<file path="src/rtl/softmax_backward_pkg.sv">
// Shared types and helpers for the softmax backward unit.
// FSM state encoding plus a width-parameterised saturation helper.
package softmax_backward_pkg;

  typedef enum logic [1:0] {
    IDLE,
    DOT,
    SCALE,
    DONE
  } state_e;

  // Clamp v into the signed range of a w-bit value.
  function automatic logic signed [63:0] sat(
    input logic signed [63:0] v,
    input int                 w
  );
    logic signed [63:0] hi;
    logic signed [63:0] lo;
    hi = (64'sd1 <<< (w - 1)) - 64'sd1;
    lo = -(64'sd1 <<< (w - 1));
    if (v > hi)
      return hi;
    else if (v < lo)
      return lo;
    else
      return v;
  endfunction

endpackage

</file>
<file path="src/rtl/softmax_backward_if.sv">
// Vector bus for the softmax backward unit.
// Active-low valid on request and response sides.
interface softmax_backward_if #(
  parameter int DATA_WIDTH = 16,
  parameter int INPUT_NUM  = 10
);
  logic [DATA_WIDTH*INPUT_NUM-1:0] y_in;
  logic [DATA_WIDTH*INPUT_NUM-1:0] grad_in;
  logic                            input_valid_n;
  logic [DATA_WIDTH*INPUT_NUM-1:0] grad_out;
  logic                            output_valid_n;

  modport master (
    output y_in,
    output grad_in,
    output input_valid_n,
    input  grad_out,
    input  output_valid_n
  );

  modport slave (
    input  y_in,
    input  grad_in,
    input  input_valid_n,
    output grad_out,
    output output_valid_n
  );
endinterface

</file>
<file path="src/rtl/softmax_backward_fx_mul_shift_sat.sv">
// Signed fixed-point multiply, arithmetic shift and saturate.
// Raw product is exposed for full-precision accumulation.
module fx_mul_shift_sat
  import softmax_backward_pkg::*;
#(
  parameter int DW = 16,
  parameter int FB = 8
) (
  input  logic signed [DW-1:0] a_i,
  input  logic signed [DW:0]   b_i,
  output logic signed [2*DW:0] prod_o,
  output logic signed [DW-1:0] res_o
);

  logic signed [2*DW:0] shf;

  assign prod_o = a_i * b_i;
  assign shf    = prod_o >>> FB;
  assign res_o  = DW'(sat(64'(shf), DW));

endmodule

</file>
<file path="src/rtl/softmax_backward.sv">
// Softmax input gradient dx_i = y_i*(dy_i - sum_j y_j*dy_j).
// Two serial passes over one shared multiplier.
module softmax_backward
  import softmax_backward_pkg::*;
#(
  parameter int DATA_WIDTH = 16,
  parameter int FRAC_BITS  = 8,
  parameter int INPUT_NUM  = 10
) (
  input logic               clk_p,
  input logic               rst_n,
  softmax_backward_if.slave bus
);

  localparam int DW = DATA_WIDTH;
  localparam int N  = INPUT_NUM;
  localparam int IW = $clog2(N);
  localparam int AW = 2 * DW + $clog2(N);
  localparam int PW = 2 * DW + 1;
  localparam int VW = DW * N;

  state_e               state_q, state_d;
  logic [IW-1:0]        idx_q, idx_d;
  logic signed [AW-1:0] acc_q, acc_d;
  logic signed [DW-1:0] s_q, s_d;
  logic [VW-1:0]        y_q, y_d;
  logic [VW-1:0]        dy_q, dy_d;
  logic [VW-1:0]        g_q, g_d;
  logic                 ovn_q, ovn_d;

  logic signed [DW-1:0] y_e;
  logic signed [DW-1:0] dy_e;
  logic signed [DW:0]   b;
  logic signed [PW-1:0] prod;
  logic signed [DW-1:0] res;
  logic signed [AW-1:0] sum;
  logic signed [AW-1:0] sum_sh;
  logic                 last;

  assign y_e  = y_q[DW*idx_q +: DW];
  assign dy_e = dy_q[DW*idx_q +: DW];
  assign last = (idx_q == IW'(N - 1));

  // DOT multiplies by dy_i, SCALE by (dy_i - s); both fit DW+1 bits.
  always_comb begin
    if (state_q == SCALE)
      b = $signed({dy_e[DW-1], dy_e}) - $signed({s_q[DW-1], s_q});
    else
      b = $signed({dy_e[DW-1], dy_e});
  end

  fx_mul_shift_sat #(
    .DW(DW),
    .FB(FRAC_BITS)
  ) u_mul (
    .a_i   (y_e),
    .b_i   (b),
    .prod_o(prod),
    .res_o (res)
  );

  assign sum    = acc_q + AW'(prod);
  assign sum_sh = sum >>> FRAC_BITS;

  always_comb begin
    state_d = state_q;
    idx_d   = idx_q;
    acc_d   = acc_q;
    s_d     = s_q;
    y_d     = y_q;
    dy_d    = dy_q;
    g_d     = g_q;
    ovn_d   = ovn_q;
    unique case (state_q)
      IDLE: begin
        if (!bus.input_valid_n) begin
          y_d     = bus.y_in;
          dy_d    = bus.grad_in;
          acc_d   = '0;
          idx_d   = '0;
          state_d = DOT;
        end
      end
      DOT: begin
        if (bus.input_valid_n) begin
          state_d = IDLE;
        end else begin
          acc_d = sum;
          idx_d = idx_q + IW'(1);
          if (last) begin
            s_d     = DW'(sat(64'(sum_sh), DW));
            idx_d   = '0;
            state_d = SCALE;
          end
        end
      end
      SCALE: begin
        if (bus.input_valid_n) begin
          state_d = IDLE;
        end else begin
          g_d[DW*idx_q +: DW] = res;
          idx_d = idx_q + IW'(1);
          if (last) begin
            idx_d   = '0;
            ovn_d   = 1'b0;
            state_d = DONE;
          end
        end
      end
      DONE: begin
        if (bus.input_valid_n) begin
          ovn_d   = 1'b1;
          state_d = IDLE;
        end
      end
      default: state_d = IDLE;
    endcase
  end

  always_ff @(posedge clk_p) begin
    if (!rst_n) begin
      state_q <= IDLE;
      idx_q   <= '0;
      acc_q   <= '0;
      s_q     <= '0;
      y_q     <= '0;
      dy_q    <= '0;
      g_q     <= '0;
      ovn_q   <= 1'b1;
    end else begin
      state_q <= state_d;
      idx_q   <= idx_d;
      acc_q   <= acc_d;
      s_q     <= s_d;
      y_q     <= y_d;
      dy_q    <= dy_d;
      g_q     <= g_d;
      ovn_q   <= ovn_d;
    end
  end

  assign bus.grad_out       = g_q;
  assign bus.output_valid_n = ovn_q;

endmodule

</file>
<file path="src/flat_wrapper.sv">
// flat-port wrapper written by rule: the top's interface ports become plain ports
module softmax_backward_flat import softmax_backward_pkg::*;
#(
  parameter int DATA_WIDTH = 16,
  parameter int FRAC_BITS  = 8,
  parameter int INPUT_NUM  = 10
)
  (clk_p, rst_n, bus_y_in, bus_grad_in, bus_input_valid_n, bus_grad_out, bus_output_valid_n);
  softmax_backward_if #(.DATA_WIDTH(DATA_WIDTH), .INPUT_NUM(INPUT_NUM)) bus_i ();
  input logic clk_p;
  input logic rst_n;
  input wire logic [$bits(bus_i.y_in)-1:0] bus_y_in;
  input wire logic [$bits(bus_i.grad_in)-1:0] bus_grad_in;
  input wire logic [$bits(bus_i.input_valid_n)-1:0] bus_input_valid_n;
  output wire logic [$bits(bus_i.grad_out)-1:0] bus_grad_out;
  output wire logic [$bits(bus_i.output_valid_n)-1:0] bus_output_valid_n;
  assign bus_i.y_in = bus_y_in;
  assign bus_i.grad_in = bus_grad_in;
  assign bus_i.input_valid_n = bus_input_valid_n;
  assign bus_grad_out = bus_i.grad_out;
  assign bus_output_valid_n = bus_i.output_valid_n;
  softmax_backward #(.DATA_WIDTH(DATA_WIDTH), .FRAC_BITS(FRAC_BITS), .INPUT_NUM(INPUT_NUM)) u_core (.clk_p(clk_p), .rst_n(rst_n), .bus(bus_i));
endmodule
</file>
<file path="config.mk">
export PLATFORM = sky130hd
export DESIGN_NAME = softmax_backward_flat
export DESIGN_NICKNAME = d
export VERILOG_FILES = /design/src/rtl/softmax_backward_pkg.sv /design/src/rtl/softmax_backward_if.sv /design/src/rtl/softmax_backward_fx_mul_shift_sat.sv /design/src/rtl/softmax_backward.sv /design/src/flat_wrapper.sv
export SDC_FILE = /design/constraint.sdc
export NUM_CORES = 2
export LEC_CHECK = 0
export BUFFER_PORTS_ARGS = -buffer_cell sky130_fd_sc_hd__buf_2
export CORE_MARGIN = 5
export CORE_UTILIZATION = 40
export CTS_BUF_LIST = sky130_fd_sc_hd__clkbuf_4 sky130_fd_sc_hd__clkbuf_8
export CTS_CLUSTER_SIZE = 30
export DETAILED_ROUTE_END_ITERATION = 7
export GPL_ROUTABILITY_DRIVEN = 0
export PLACE_DENSITY = 0.63
export SETUP_SLACK_MARGIN = 0.2
export SYNTH_ARGS = -nofsm -noshare
export SYNTH_HDL_FRONTEND = slang
export SYNTH_SLANG_ARGS = --single-unit
</file>
<file path="constraint.sdc">
create_clock -name clk_p -period 20.2 [get_ports clk_p]
set_input_delay 5.05 -clock clk_p [delete_from_list [all_inputs] [get_ports clk_p]]
set_output_delay 5.05 -clock clk_p [all_outputs]
set_load 0.005 [all_outputs]
</file>
### After elaboration in Yosys (flattened, before gate mapping)

Cells that the tools add are included.

* bits of input ports: 323
* latch bits: 0
* memories: 0
* bits in registers: 539
* RAM bits: 0
* bits in read-only memories: 0
* logic and storage cells: 70

* $mul: 1
* equality and inequality tests: 12
* shift operators: 4
* reduce and logical (&&, ||, !) cells: 12
* add/sub/neg operators: 4
* muxes and demuxes: 24
* bitwise gates (word level): 1
* magnitude comparators: 4
* div/mod/pow operators: 0

Operator list (count)
* 160-bit by 9-bit variable part select with 16-bit output: 2
* 160-bit bitwise mux: 1
* 16-bit by 34-bit variable shift with 160-bit output, first input constant: 1
* 16-bit by 34-bit variable part select with 160-bit output: 1
* 36-bit two-way mux: 2
* 36-bit case mux with 2 select lines: 1
* 16-bit two-way mux: 4
* 36-bit by 33-bit adder with 36-bit output: 1
* 8-bit negation with 34-bit output: 1
* 16-bit by 17-bit multiplier with 33-bit output: 1
* 28-bit by 16-bit greater-than comparator with 1-bit output, second input constant: 1
* 28-bit by 16-bit < comparator with 1-bit output, second input constant: 1
* 25-bit by 16-bit greater-than comparator with 1-bit output, second input constant: 1
* 25-bit by 16-bit < comparator with 1-bit output, second input constant: 1
* 17-bit two-way mux: 1
* 16-bit by 16-bit subtractor with 17-bit output: 1
* 2-bit two-way mux: 6
* 4-bit two-way mux: 3
* 2-bit != test, second input constant: 5
* 3-bit AND reduction: 3
* 2-bit case mux with 4 select lines: 1
* 4-bit case mux with 2 select lines: 1
* 4-bit AND reduction: 2
* 3-bit by 2-bit != test with 1-bit output, second input constant: 2
* other kinds (12): 18

### Longest topological paths before layout

* word-level depth: 9
* mapped depth: 54
* depth with buffers taken out: 47

### By module

Synthesis repeated with hierarchy kept, for this count alone.

* cell total of the unflattened synthesis: 4318
* area total of the unflattened synthesis: 36810.3 µm²

Modules (own cells, without submodules)
* softmax_backward: sequential area each 10790.3 µm², times used 1, area each 25789.7 µm², cells each 3063
* fx_mul_shift_sat: sequential area each 0.0 µm², times used 1, area each 11020.6 µm², cells each 1255

### Worst setup path before layout

No wires, ideal clock.

* path kind: reg-to-reg
* start point: register u_core.idx_q[0]
* end point: register u_core.s_q[10]
* arrival: 12.024 ns
* clock period less this slack: 12.146 ns
* setup slack: 8.054 ns
* data required time: 20.078 ns
* stages on the path, launching flop included: 53
* library setup time: 0.122 ns
* path through: dfxtp_1 -> buf_2 -> buf_2 -> buf_2 -> buf_2 -> buf_2 -> mux2i_1 -> o22ai_1 -> inv_1 -> ha_1 -> fa_1 -> nor2b_1 -> o21ai_0 -> a21boi_0 -> o21ai_0 -> a21oi_1 -> o21ai_0 -> a21oi_1 -> [... 17 more ...] -> a31oi_2 -> o21a_1 -> o21ai_1 -> or3_4 -> o22ai_4 -> xor2_4 -> inv_2 -> ha_1 -> a21oi_1 -> nand2b_1 -> or3_1 -> mux2i_1 -> nor2_1 -> nor3b_1 -> nand2_1 -> o21ai_2 -> buf_2 -> a21oi_1

* word-level cells in the longest chain between the ends: 8

Ends and longest elaborated chain
* start, declared: line softmax_backward.sv:23 `logic [IW-1:0] idx_q, idx_d;`
* start signal, assigned: line softmax_backward.sv:132 `idx_q <= idx_d;`
* 160-bit by 9-bit variable part select with 16-bit output: line softmax_backward.sv:41 `assign dy_e = dy_q[DW*idx_q +: DW];`
* 16-bit by 16-bit subtractor with 17-bit output: line softmax_backward.sv:47 `b = $signed({dy_e[DW-1], dy_e}) - $signed({s_q[DW-1], s_q});`
* 17-bit two-way mux: line softmax_backward.sv:46 `if (state_q == SCALE)`
* 16-bit by 17-bit multiplier with 33-bit output: line softmax_backward_fx_mul_shift_sat.sv:17 `assign prod_o = a_i * b_i;`
* 36-bit by 33-bit adder with 36-bit output: line softmax_backward.sv:62 `assign sum = acc_q + AW'(prod);`
* 28-bit by 16-bit < comparator with 1-bit output: line softmax_backward_pkg.sv:23 `else if (v < lo)`
* 16-bit two-way mux: line softmax_backward_pkg.sv:23
* 16-bit two-way mux: line softmax_backward_pkg.sv:21 `if (v > hi)`
* end signal, assigned: line softmax_backward.sv:125 `s_q <= '0;`
* end signal, assigned: line softmax_backward.sv:134 `s_q <= s_d;`
* end, declared: line softmax_backward.sv:25 `logic signed [DW-1:0] s_q, s_d;`

Several ways; a longest one is shown, not always the timed one.
A chain may end at the register's enable or synchronous reset.

### Final worst setup path

* start point: register u_core.idx_q[0]
* end point: register u_core.s_q[13]

Same word-level chain as after synthesis.

==> out/metrics.cfg <==
[synth]
async_reset_ff_share_pct=0
yosys-top-cells-count=972 x nand2_1, 539 x dfxtp_1, 370 x inv_1, 325 x a21boi_0, 279 x fa_1
ys_types=97
synth.area.top_cells=dfxtp_1 30%, fa_1 16%, nand2_1 10%, a21boi_0 6.8%, ha_1 4.9%
syn_inst=4184
synth.yosys.seq_area_share_pct=30.0
synth_edf_count=0
syn_avg_cell_area_um2=8.60
synth_warnings=0
yosys.area.top_type=dfxtp_1
synth.ff_latch_count=539
synth_area_um2=36000
synth_most_common_cell=nand2_1
synth_nets=4928
synth_ff_type=dfxtp_1
synth_top_area_share_pct=30.0

[worst_setup_path]
crit_arrival_ps=14420
critPathSlowestCell=dfxtp_4
slowest_delay_ps=910
worstPathRequired_ps=20830
critPathLaunchType=register
path_class=register to register
critical_path.max_fanout=43
crit_path_frequent_cell=fa_1
crit_path_end_kind=register

[drt]
vias_per_cell=5.27
vias=30645
drc=0
wl_per_cell_um=19.4
drt_iter0_markers=2553
wl_um=113000
drt_first_pass_iters=6
final_antenna_net_count=0

[floorplan]
coreArea_um2=89600
die_x_um=310
initial_core_util_pct=40.2
row_count=110
dieHeight_um=310
die_area_um2=96100
num_io_pins=484

[global_routing]
antenna_found_initial=19
grt_max_degree=260
grt_first_pass_wirelength_um=174000
grt_overflow=0
grt_pass1_vias=30721
track_usage_pct=22.9

[pwr]
power_density_nw_per_um2=85.1
p_leak_nw=18.0
peakVddDrop_mv=0.0605

[cts]
numCtsBuffers=89
h-tree-depth=3
worst_skew_pair.late_latency_ps=720
cts_sinks=539
cts_root_buffer=clkbuf_8
post_cts_buffers=0
hold_buffers=0
cts_tree=yes
clkSlewWorstSetupHoldPaths_ps=70
cts_buffer_depth=3
cts-resized-gates=0

[sta]
final-setup-viol-count=0
hold_slack_ps=435
relSlewSlack_pct=19.3
tns_ps=0
slew_viol_final=0
rsz0062_at_grt=no
fin_worst_skew_ps=64.1
finalHoldViolations=0
min_period_over_period_pct=68.3
fmax_mhz=72.5
period_needed_ps=13790
worstMarginPinSlew_ps=1200

[placement]
portBuffers=483
placed_cell_area_um2=39400
post-dp-hpwl_um=84900

[finish]
final_area_um2=41400
nets=5302
num-fill-cells=8735
drive_gt1_share_pct=17.5
multi_input_area_um2=22900
ff_latch_area_um2=10800
area_growth_syn_to_layout_pct=15.0

[hold_path]
min_path_type=register to register

[run_status]
outcome=completed

[flow_run]
drv_cap=0

==> flip-flops by register name, indices dropped and copies added, names as in the netlist <==
signal                     cells
u_core.y_q                   160
u_core.s_q                    16
u_core.bus.output_valid_n      1
u_core.dy_q                  160
u_core.state_q                 2
u_core.idx_q                   4
u_core.acc_q                  36
u_core.bus.grad_out          160
==> metrics by stage <==
stage	power, mW	instances	setup slack (ps)	utilization, %
final	3.52	5813	6410	46.2
after global routing	3.73	5811	5300	46.2
after global placement	2.44	5643	6910	43.9
after detailed placement	2.45	5643	6520	43.9
after CTS	3.52	5802	6460	46.2
after floorplan	2.05	4184	8050	-
==> report_power, final <==
| group | internal (mW) | switching (mW) | leakage [nW] |
|---|---|---|---|
| sequential | 1.12 | 0.0378 | 4.39 |
| combinational | 0.437 | 0.852 | 12.6 |
| clock | 0.608 | 0.464 | 1.05 |
==> metal layers <==
metal / track usage, % / part of all wire, % / routed length [µm]
met5: 0 / 0.086 / 97
met4: 8.23 / 3.4 / 3870
met1: 30.3 / 42 / 47500
met2: 37.8 / 48 / 53800
met3: 4.36 / 6.6 / 7410
==> cells by family after synthesis <==
logic type	after synthesis	share of synthesized area, %
and+or+nand+nor	1522	18.2
xor gates and xnor gates	68	1.75
adders and majority gates	421	20.5
AOI/OAI and AO/OA	868	16.6
muxes	148	6.36
buffers and inverters	618	6.64
DFF	539	30.0
==> cells in the final DEF, fill, tap and decap left out, types with 27 or more instances in the layout <==
master	instances
clkbuf_8	117
a21o_1	29
o21ai_0	171
clkbuf_4	27
inv_1	370
a21oi_1	99
and2_1	47
xnor2_1	47
ha_1	142
o21ai_1	28
nand2_1	972
nand2b_1	28
fa_1	279
nand3_1	29
a22oi_1	32
mux2i_1	79
buf_2	482
dfxtp_1	536
buf_4	42
mux4_2	64
nor2_1	226
a21boi_0	325
nor2b_1	109
==> cell type report <==
type | instances | area share [%]
multi-input cells | 3027 | 55.3
flip-flops and latches | 539 | 26.1
repair buffers | 529 | 6.82
clock buffers | 144 | 4.38
well taps | 1176 | 3.56
inverters | 372 | 3.37
clock inverters | 15 | 0.435
diodes | 11 | 0.0665
==> path summary, 6_finish.rpt <==
path                                  from                  endpoint  slack, ps  depth (start not counted)
setup reg to reg           u_core.idx_q[0]            u_core.s_q[13]       6410                         42
setup / recovery           u_core.idx_q[0]            u_core.s_q[13]       6410                         42
hold reg to reg   u_core.bus.grad_out[148]  u_core.bus.grad_out[148]        440                          2
hold / removal    u_core.bus.grad_out[148]  u_core.bus.grad_out[148]        440                          2
==> worst max-delay path, delay by kind of cell, from the launching register on <==
family,cells,cell delay [ps]
AO/OA/AOI/OAI,15,4050
XOR/XNOR,3,1090
adder cells (fa/ha/maj),9,4350
buffers and inverters,4,200
flip-flops,1,910
multiplexers,3,1690
AND/OR/NAND/NOR,8,1380
Power figures use the tool's default switching activity.
